### src/rtl/ifetch_bus_ctrl.sv
// Instruction-fetch bus interface: req/ack handshake to instruction memory,
// post-reset startup hold, and a one-word buffer for fetches returned while stalled.
module ifetch_bus_ctrl #(
  parameter int STARTUP_CYCLES = 4,
  parameter int CNT_W          = 3
) (
  input  logic        clock,
  input  logic        reset,
  input  logic [31:0] IF_PC,
  input  logic        Ext_Stall,
  input  logic        Inst_Ack,
  input  logic [31:0] Inst_RData,
  output logic        Inst_Req,
  output logic [29:0] Inst_Addr,
  output logic        Inst_Stall,
  output logic        Startup_Stall,
  output logic [31:0] IF_Instruction
);

  typedef enum logic [1:0] {
    STARTUP = 2'd0,
    FETCH   = 2'd1,
    HOLD    = 2'd2
  } state_t;

  localparam logic [CNT_W-1:0] LAST_COUNT = CNT_W'(STARTUP_CYCLES - 1);

  state_t            state;
  logic [CNT_W-1:0]  count;
  logic [31:0]       buffer;
  logic              unused_pc_bits;

  assign unused_pc_bits = ^IF_PC[1:0];

  // Inst_Req and Startup_Stall are registered alongside the state so they
  // follow the state exactly; acks outside FETCH fall through untouched.
  always_ff @(posedge clock or posedge reset) begin
    if (reset) begin
      state         <= STARTUP;
      count         <= '0;
      buffer        <= '0;
      Inst_Req      <= 1'b0;
      Startup_Stall <= 1'b1;
    end else begin
      case (state)
        STARTUP: begin
          count <= count + 1'b1;
          if (count == LAST_COUNT) begin
            state         <= FETCH;
            Inst_Req      <= 1'b1;
            Startup_Stall <= 1'b0;
          end
        end
        FETCH: begin
          if (Inst_Ack && Ext_Stall) begin
            buffer   <= Inst_RData;
            state    <= HOLD;
            Inst_Req <= 1'b0;
          end
        end
        HOLD: begin
          if (!Ext_Stall) begin
            state    <= FETCH;
            Inst_Req <= 1'b1;
          end
        end
        default: begin
          state         <= STARTUP;
          count         <= '0;
          Inst_Req      <= 1'b0;
          Startup_Stall <= 1'b1;
        end
      endcase
    end
  end

  assign Inst_Addr  = IF_PC[31:2];
  assign Inst_Stall = Inst_Req & ~Inst_Ack;

  // Returned data bypasses straight to IF/ID in the ack cycle; otherwise the
  // buffer is shown, except during startup where a NOP is presented.
  always_comb begin
    IF_Instruction = buffer;
    if (Startup_Stall)
      IF_Instruction = 32'h0000_0000;
    else if (Inst_Req && Inst_Ack)
      IF_Instruction = Inst_RData;
  end

endmodule

### config.mk
export PLATFORM = sky130hd
export DESIGN_NAME = ifetch_bus_ctrl
export DESIGN_NICKNAME = d
export VERILOG_FILES = /design/src/rtl/ifetch_bus_ctrl.sv
export SDC_FILE = /design/constraint.sdc
export NUM_CORES = 1
export LEC_CHECK = 0
export CAP_MARGIN = 30
export CORE_MARGIN = 2
export CORE_UTILIZATION = 29
export DETAILED_ROUTE_END_ITERATION = 6
export PLACE_DENSITY = 0.66
export SLEW_MARGIN = 0
export SYNTH_ARGS = -nofsm -noshare
export SYNTH_HDL_FRONTEND = slang
export SYNTH_SLANG_ARGS = --single-unit
### constraint.sdc
create_clock -name clock -period 3.3 [get_ports clock]
set_input_delay 0.66 -clock clock [delete_from_list [all_inputs] [get_ports clock]]
set_output_delay 0.66 -clock clock [all_outputs]
set_load 0.02 [all_outputs]
==> impl_metrics.py, run 1 <==
metrics = {
    "clock_network": {
        "htreeDepth": 2,
        "cts.sinks": 39,
        "cts_resized": 0,
        "cts_max_path_buffers": 2,
        "cts_tree": "yes",
        "cts_root_buffer": "clkbuf_8",
        "clk_latency_ns": 0.29,
        "cts.clk_slew.worst_paths_ns": 0.08,
        "cts_inserted_buffers": 5,
        "post_cts_buffers": 0,
        "postCtsHoldBufs": 0,
    },
    "yosys": {
        "yosysWarnings": 0,
        "synth_common_cells": "nand2_1 (72), dfrtp_1 (38), a21oi_1 (32), mux2_2 (32), buf_4 (30)",
        "synth_ff_type": "dfrtp_1",
        "synth-seq-area-share_pct": 43.1,
        "syn_inst": 248,
        "synth_edf_count": 0,
        "yosys.area.top_type": "dfrtp_1",
        "ys_types": 21,
        "syn_nets": 322,
        "yosysMostFrequentCell": "nand2_1",
        "async_reset_ff_share_pct": 100,
        "ys_ff_latch": 39,
        "synth_top_area_share_pct": 42.0,
        "yosys-top-cells-area": "dfrtp_1 (42%), mux2_2 (16%), nand2_1 (12%)",
        "syn_area_mm2": 0.00227,
        "synth.avg_cell_area_um2": 9.14,
    },
    "worst_setup_path": {
        "crit_slowest_cell": "clkdlybuf4s50_1",
        "critPathKind": "in2out",
        "cp.required_ns": 2.64,
        "critPathLaunchType": "primary input",
        "crit_path_end_kind": "output pin",
        "crit_path_start": "Inst_Ack",
        "crit_fanout": 32,
        "cpMostUsedCell": "clkdlybuf4s50_1",
        "max_stage_delay_ns": 0.65,
        "r2r_start": "state[1]",
        "crit_family": "buffers and inverters",
        "arrival_ns": 2.49,
        "cp_cell_sequence": "clkdlybuf4s50_1, and2_1, buf_12, nand2_1, a21oi_1, clkdlybuf4s50_1",
        "worst-path-buf-inv": 3,
    },
    "power": {
        "power_density_mw_per_mm2": 806,
        "ir_drop_v": 0.000391,
        "p_int_uw": 1580,
        "swShare_pct": 35.3,
        "clock_power_share_pct": 19.5,
        "p_seq_share_pct": 36.6,
        "power.switching_uw": 865,
        "power_frac_comb_pct": 44.0,
        "p_leak_uw": 0.00128,
    },
    "layout": {
        "ff_latch_area_um2": 977,
        "drive_gt1_share_pct": 16.7,
        "area_growth_pct": 34.1,
        "multi_input_area_um2": 980,
        "num_antenna_cells": 0,
        "layout.cells.non_filler": 389,
        "fin_nets": 360,
        "fillers": 754,
    },
    "drt": {
        "drcViolationCount": 0,
        "ant_nets": 0,
        "vias": 1780,
        "avgViaCountPerCell": 4.58,
        "wire_per_inst_um": 13.0,
        "drt-initial-drc-count": 56,
        "routed_wl_um": 5070,
        "drtPass1Iterations": 4,
    },
    "die": {
        "core_mm2": 0.00765,
        "floorplan.die_area_mm2": 0.00854,
        "die_h_um": 92.4,
        "num_io_pins": 133,
        "die_w_um": 92.4,
        "initial_core_util_pct": 29.6,
        "std_cell_rows": 32,
    },
    "grt": {
        "grt_pass1_wl_um": 8670,
        "grt_usage_pct": 12.5,
        "grt_max_degree": 35,
        "antenna_found_initial": 0,
        "grt_pass1_vias": 1841,
        "overflow": 0,
    },
    "sta": {
        "final_max_slew_viol_count": 0,
        "setup_viol": 0,
        "fin_crit_ns": 3.15,
        "rsz0062_at_grt": "false",
        "fin_crit_sh_pct": 95.6,
        "fin_tns_setup_ns": 0,
        "finalHoldViolations": 0,
        "layout_setup_ws_ns": 0.145,
        "clock.fmax_mhz": 317,
        "slew_headroom_pct": 56.0,
        "finClkSkew_ns": 0.00621,
        "tightest_slew_ns": 0.660,
    },
    "min_path": {
        "hold_path_startpoint": "count[2]",
        "worstHoldPathType": "reg2reg",
    },
    "placed_design": {
        "dp_hpwl_um": 3500,
        "place_congestion": 0.717,
        "dp_slack_ns": 0.153,
        "io_buffer_count": 70,
        "dp.cells": 381,
    },
    "outcome": {
        "status": "finished, final reports clean",
    },
    "flow_run": {
        "cap_viol_max_count": 0,
    },
}
==> placed cells by master, fill, tap and decap left out <==
| cell type | count |
|---|---|
| buf_4 | 1 |
| a21oi_1 | 32 |
| buf_12 | 3 |
| clkbuf_8 | 5 |
| nand3_2 | 1 |
| ha_1 | 6 |
| dfstp_2 | 1 |
| inv_1 | 5 |
| dfrtp_1 | 38 |
| nand2b_1 | 1 |
| mux2i_1 | 1 |
| clkdlybuf4s50_1 | 70 |
| bufinv_16 | 2 |
| a21o_1 | 1 |
| a221o_1 | 1 |
| nand2_1 | 72 |
| nor2_1 | 4 |
| mux2_4 | 1 |
| nor2b_1 | 1 |
| and2_1 | 1 |
| mux2_2 | 32 |
| a211oi_1 | 1 |
| o21ai_0 | 4 |
| clkinv_1 | 1 |
| clkinvlp_4 | 1 |
| buf_16 | 1 |
==> cell families (layout without fill, tap and decap cells) <==
kind of cell    Yosys count  after routing  synth area share (%)
compound gates           39             39                  9.06
fa+ha+maj                 6              6                  3.31
simple gates             80             80                  13.9
mux                      34             34                  17.0
flops                    39             39                  43.1
buf+inv                  50             89                  13.6
==> flip-flops by register name (all words and copies together), names as in the netlist <==
register       cells
Inst_Req           1
Startup_Stall      1
buffer            32
count              3
state              2
==> metal layers <==
metal / wire length (um) / part of all wire, % / vias to the layer above / GRT usage (%)
met5: 0 / 0 / - / 0
met2: 2390 / 47 / 51 / 20.9
met4: 119 / 2.3 / 0 / 4.85
met3: 330 / 6.5 / 21 / 3.34
met1: 2240 / 44 / 850 / 15.4
li1: - / - / 858 / -
==> power by group through the flow <==
stage          clock, uW  combinational, uW  sequential, uW
6_report             477               1080             896
4_1_cts              495               1090             901
2_1_floorplan          0                804             832
5_1_grt              508               1200             939
3_3_place_gp           0               1060             895
3_5_place_dp           0               1090             910
==> tightest hold or removal path, stage by stage (launching register included) <==
cell,delay [ns]
dfrtp_1,0.35
nand2_1,0.05
o21ai_0,0.07
==> final cells by class <==
| class | count | area share, % |
|---|---|---|
| sequential | 39 | 32.2 |
| multi-input combinational | 159 | 32.2 |
| clock inverter | 3 | 2.22 |
| clock buffer | 5 | 2.26 |
| tap | 102 | 4.20 |
| timing repair buffer | 75 | 26.2 |
| inverter | 6 | 0.741 |
==> worst paths after layout <==
check	to	slack, ns	cells past startpoint
worst max-delay path	IF_Instruction[28]	0.15	6
worst min-delay path	count[2]	0.50	2
worst max register to register	buffer[11]	1.48	5
worst min register to register	count[2]	0.50	2
max in group asynchronous	buffer[29]	2.03	4
min in group asynchronous	buffer[3]	0.64	2
==> stage by stage <==
step	util, %	cell area [um^2]	hold WS (ns)	power [uW]
after floorplan	-	2270	0.450	1640
after global routing	39.7	3040	0.528	2650
after global placement	37.6	2880	0.465	1960
after detailed placement	38.0	2900	0.487	2000
after CTS	39.7	3040	0.506	2490
final	39.7	3040	0.499	2450
(Power assumes the default switching activity.)
==> run 2: changes to the inputs <==
==> constraint.sdc (replaced) <==
create_clock -name clock -period 3.95 [get_ports clock]
set_input_delay 0.395 -clock clock [delete_from_list [all_inputs] [get_ports clock]]
set_output_delay 0.395 -clock clock [all_outputs]
set_load 0.02 [all_outputs]
==> run 2 against run 1 <==
First-iteration DRC count fell by 32%. Via count shrank 1.9%. Total power down 23%. Non-clock buffer count shrank 1. Largest cell class unchanged. Sequential power fell by 16%. Utilization fell by 1.5 points.
==> impl_metrics.py, run 2 (synthesis gave the netlist of run 1 again) <==
metrics = {
    "clock_network": {
        "cts.sinks": 39,
        "cts_inserted_buffers": 5,
        "clk_latency_ns": 0.28,
        "htreeDepth": 2,
        "post_cts_buffers": 0,
        "cts.clk_slew.worst_paths_ns": 0.07,
        "cts_tree": "yes",
        "postCtsHoldBufs": 0,
        "cts_root_buffer": "clkbuf_8",
        "cts_resized": 0,
        "cts_max_path_buffers": 2,
    },
    "sta": {
        "fin_tns_setup_ns": 0,
        "fin_crit_sh_pct": 66.2,
        "rsz0062_at_grt": "false",
        "layout_setup_ws_ns": 1.33,
        "slew_headroom_pct": 43.1,
        "final_max_slew_viol_count": 0,
        "finalHoldViolations": 0,
        "finClkSkew_ns": 0.00611,
        "tightest_slew_ns": 0.853,
        "clock.fmax_mhz": 382,
        "fin_crit_ns": 2.62,
        "setup_viol": 0,
    },
    "worst_setup_path": {
        "crit_path_end_kind": "output pin",
        "arrival_ns": 2.22,
        "crit_fanout": 18,
        "critPathLaunchType": "primary input",
        "critPathKind": "in2out",
        "cp.required_ns": 3.56,
    },
    "layout": {
        "mostFrequentLayoutCells": "nand2_1 (72), clkdlybuf4s50_1 (70), dfrtp_1 (38)",
        "reg.largest.list": "buffer (32), count (3), state (2)",
        "drive_gt1_share_pct": 16.4,
        "regMostFlops": "buffer",
        "final_common_cell": "nand2_1",
        "final_core_util_pct": 38.2,
        "fin_nets": 359,
        "area_growth_pct": 28.9,
        "num_antenna_cells": 0,
        "largest_register_ffs": 32,
    },
    "drt": {
        "wire_per_inst_um": 12.8,
        "ant_nets": 0,
        "drtPass1Iterations": 4,
        "avgViaCountPerCell": 4.50,
        "vias": 1746,
        "drcViolationCount": 0,
        "routed_wl_um": 4980,
        "drt-initial-drc-count": 38,
    },
    "power": {
        "total_power_uw": 1890,
        "p_int_uw": 1170,
        "p_leak_uw": 0.00123,
        "power_frac_comb_pct": 46.4,
        "swShare_pct": 37.8,
        "power.switching_uw": 712,
        "p_seq_share_pct": 39.8,
        "ir_drop_v": 0.000308,
        "clock_power_share_pct": 13.8,
        "power_density_mw_per_mm2": 645,
    },
    "placed_design": {
        "dp_hpwl_um": 3310,
        "place_congestion": 0.710,
        "dp_slack_ns": 1.32,
        "io_buffer_count": 70,
    },
    "min_path": {
        "worstHoldPathType": "reg2reg",
    },
    "grt": {
        "grt_max_degree": 40,
        "use_met3_pct": 3.91,
        "met2_usage_pct": 20.7,
        "grt_pass1_vias": 1861,
        "grt_use_met1_pct": 14.4,
        "overflow": 0,
        "grt_pass1_wl_um": 8580,
        "grt_busiest_layer": "met2",
        "antenna_found_initial": 0,
        "grt_usage_pct": 12.2,
    },
    "die": {
        "std_cell_rows": 32,
        "floorplan.die_area_mm2": 0.00854,
        "core_mm2": 0.00765,
        "initial_core_util_pct": 29.6,
        "die_h_um": 92.4,
        "num_io_pins": 133,
        "die_w_um": 92.4,
    },
    "outcome": {
        "status": "finished, final reports clean",
    },
    "flow_run": {
        "cap_viol_max_count": 0,
    },
}
==> run 2: area by class of cell <==
cell class / instances / area [um^2]
Inverter: 6 / 22.5
Tap cell: 102 / 128
Timing Repair Buffer: 74 / 731
Sequential cell: 39 / 977
Fill cell: 777 / 4730
Clock buffer: 5 / 68.8
Multi-Input combinational cell: 159 / 980
Clock inverter: 3 / 15.0
==> run 2: metrics by stage <==
stage | area, um^2 | hold slack [ns] | instances
floorplan | 2270 | 0.450 | 248
global placement | 2840 | 0.466 | 380
detailed placement | 2840 | 0.477 | 380
CTS | 2920 | 0.496 | 388
global route | 2920 | 0.531 | 388
finish | 2920 | 0.492 | 388
==> run 2: final timing paths <==
kind	startpoint	endpoint	slack (ns)	cells after the start
max in group asynchronous	reset	Startup_Stall	3.05	3
worst min-delay path	count[2]	count[2]	0.49	2
min in group asynchronous	reset	buffer[1]	0.53	3
worst max register to register	state[1]	buffer[1]	1.92	4
worst min register to register	count[2]	count[2]	0.49	2
worst max-delay path	Inst_Ack	IF_Instruction[16]	1.33	6
==> run 2: power groups by stage <==
stage | combinational, uW | sequential, uW | clock (uW)
finish | 874 | 750 | 261
global placement | 867 | 747 | 0
floorplan | 671 | 695 | 0
detailed placement | 885 | 759 | 0
CTS | 890 | 752 | 279
global route | 977 | 787 | 297
==> run 2: critical path, cell delays in order <==
cell and delay [ns]:
clkdlybuf4s50_1 0.55, and2_1 0.17, buf_4 0.24, nand2_1 0.08
a21oi_1 0.15, clkdlybuf4s50_1 0.63
==> run 2: per-layer routing <==
metal | vias to the layer above | wire length [um]
li1 | 851 | -
met1 | 822 | 2150
met3 | 18 | 370
met2 | 55 | 2350
met5 | - | 0
met4 | 0 | 111
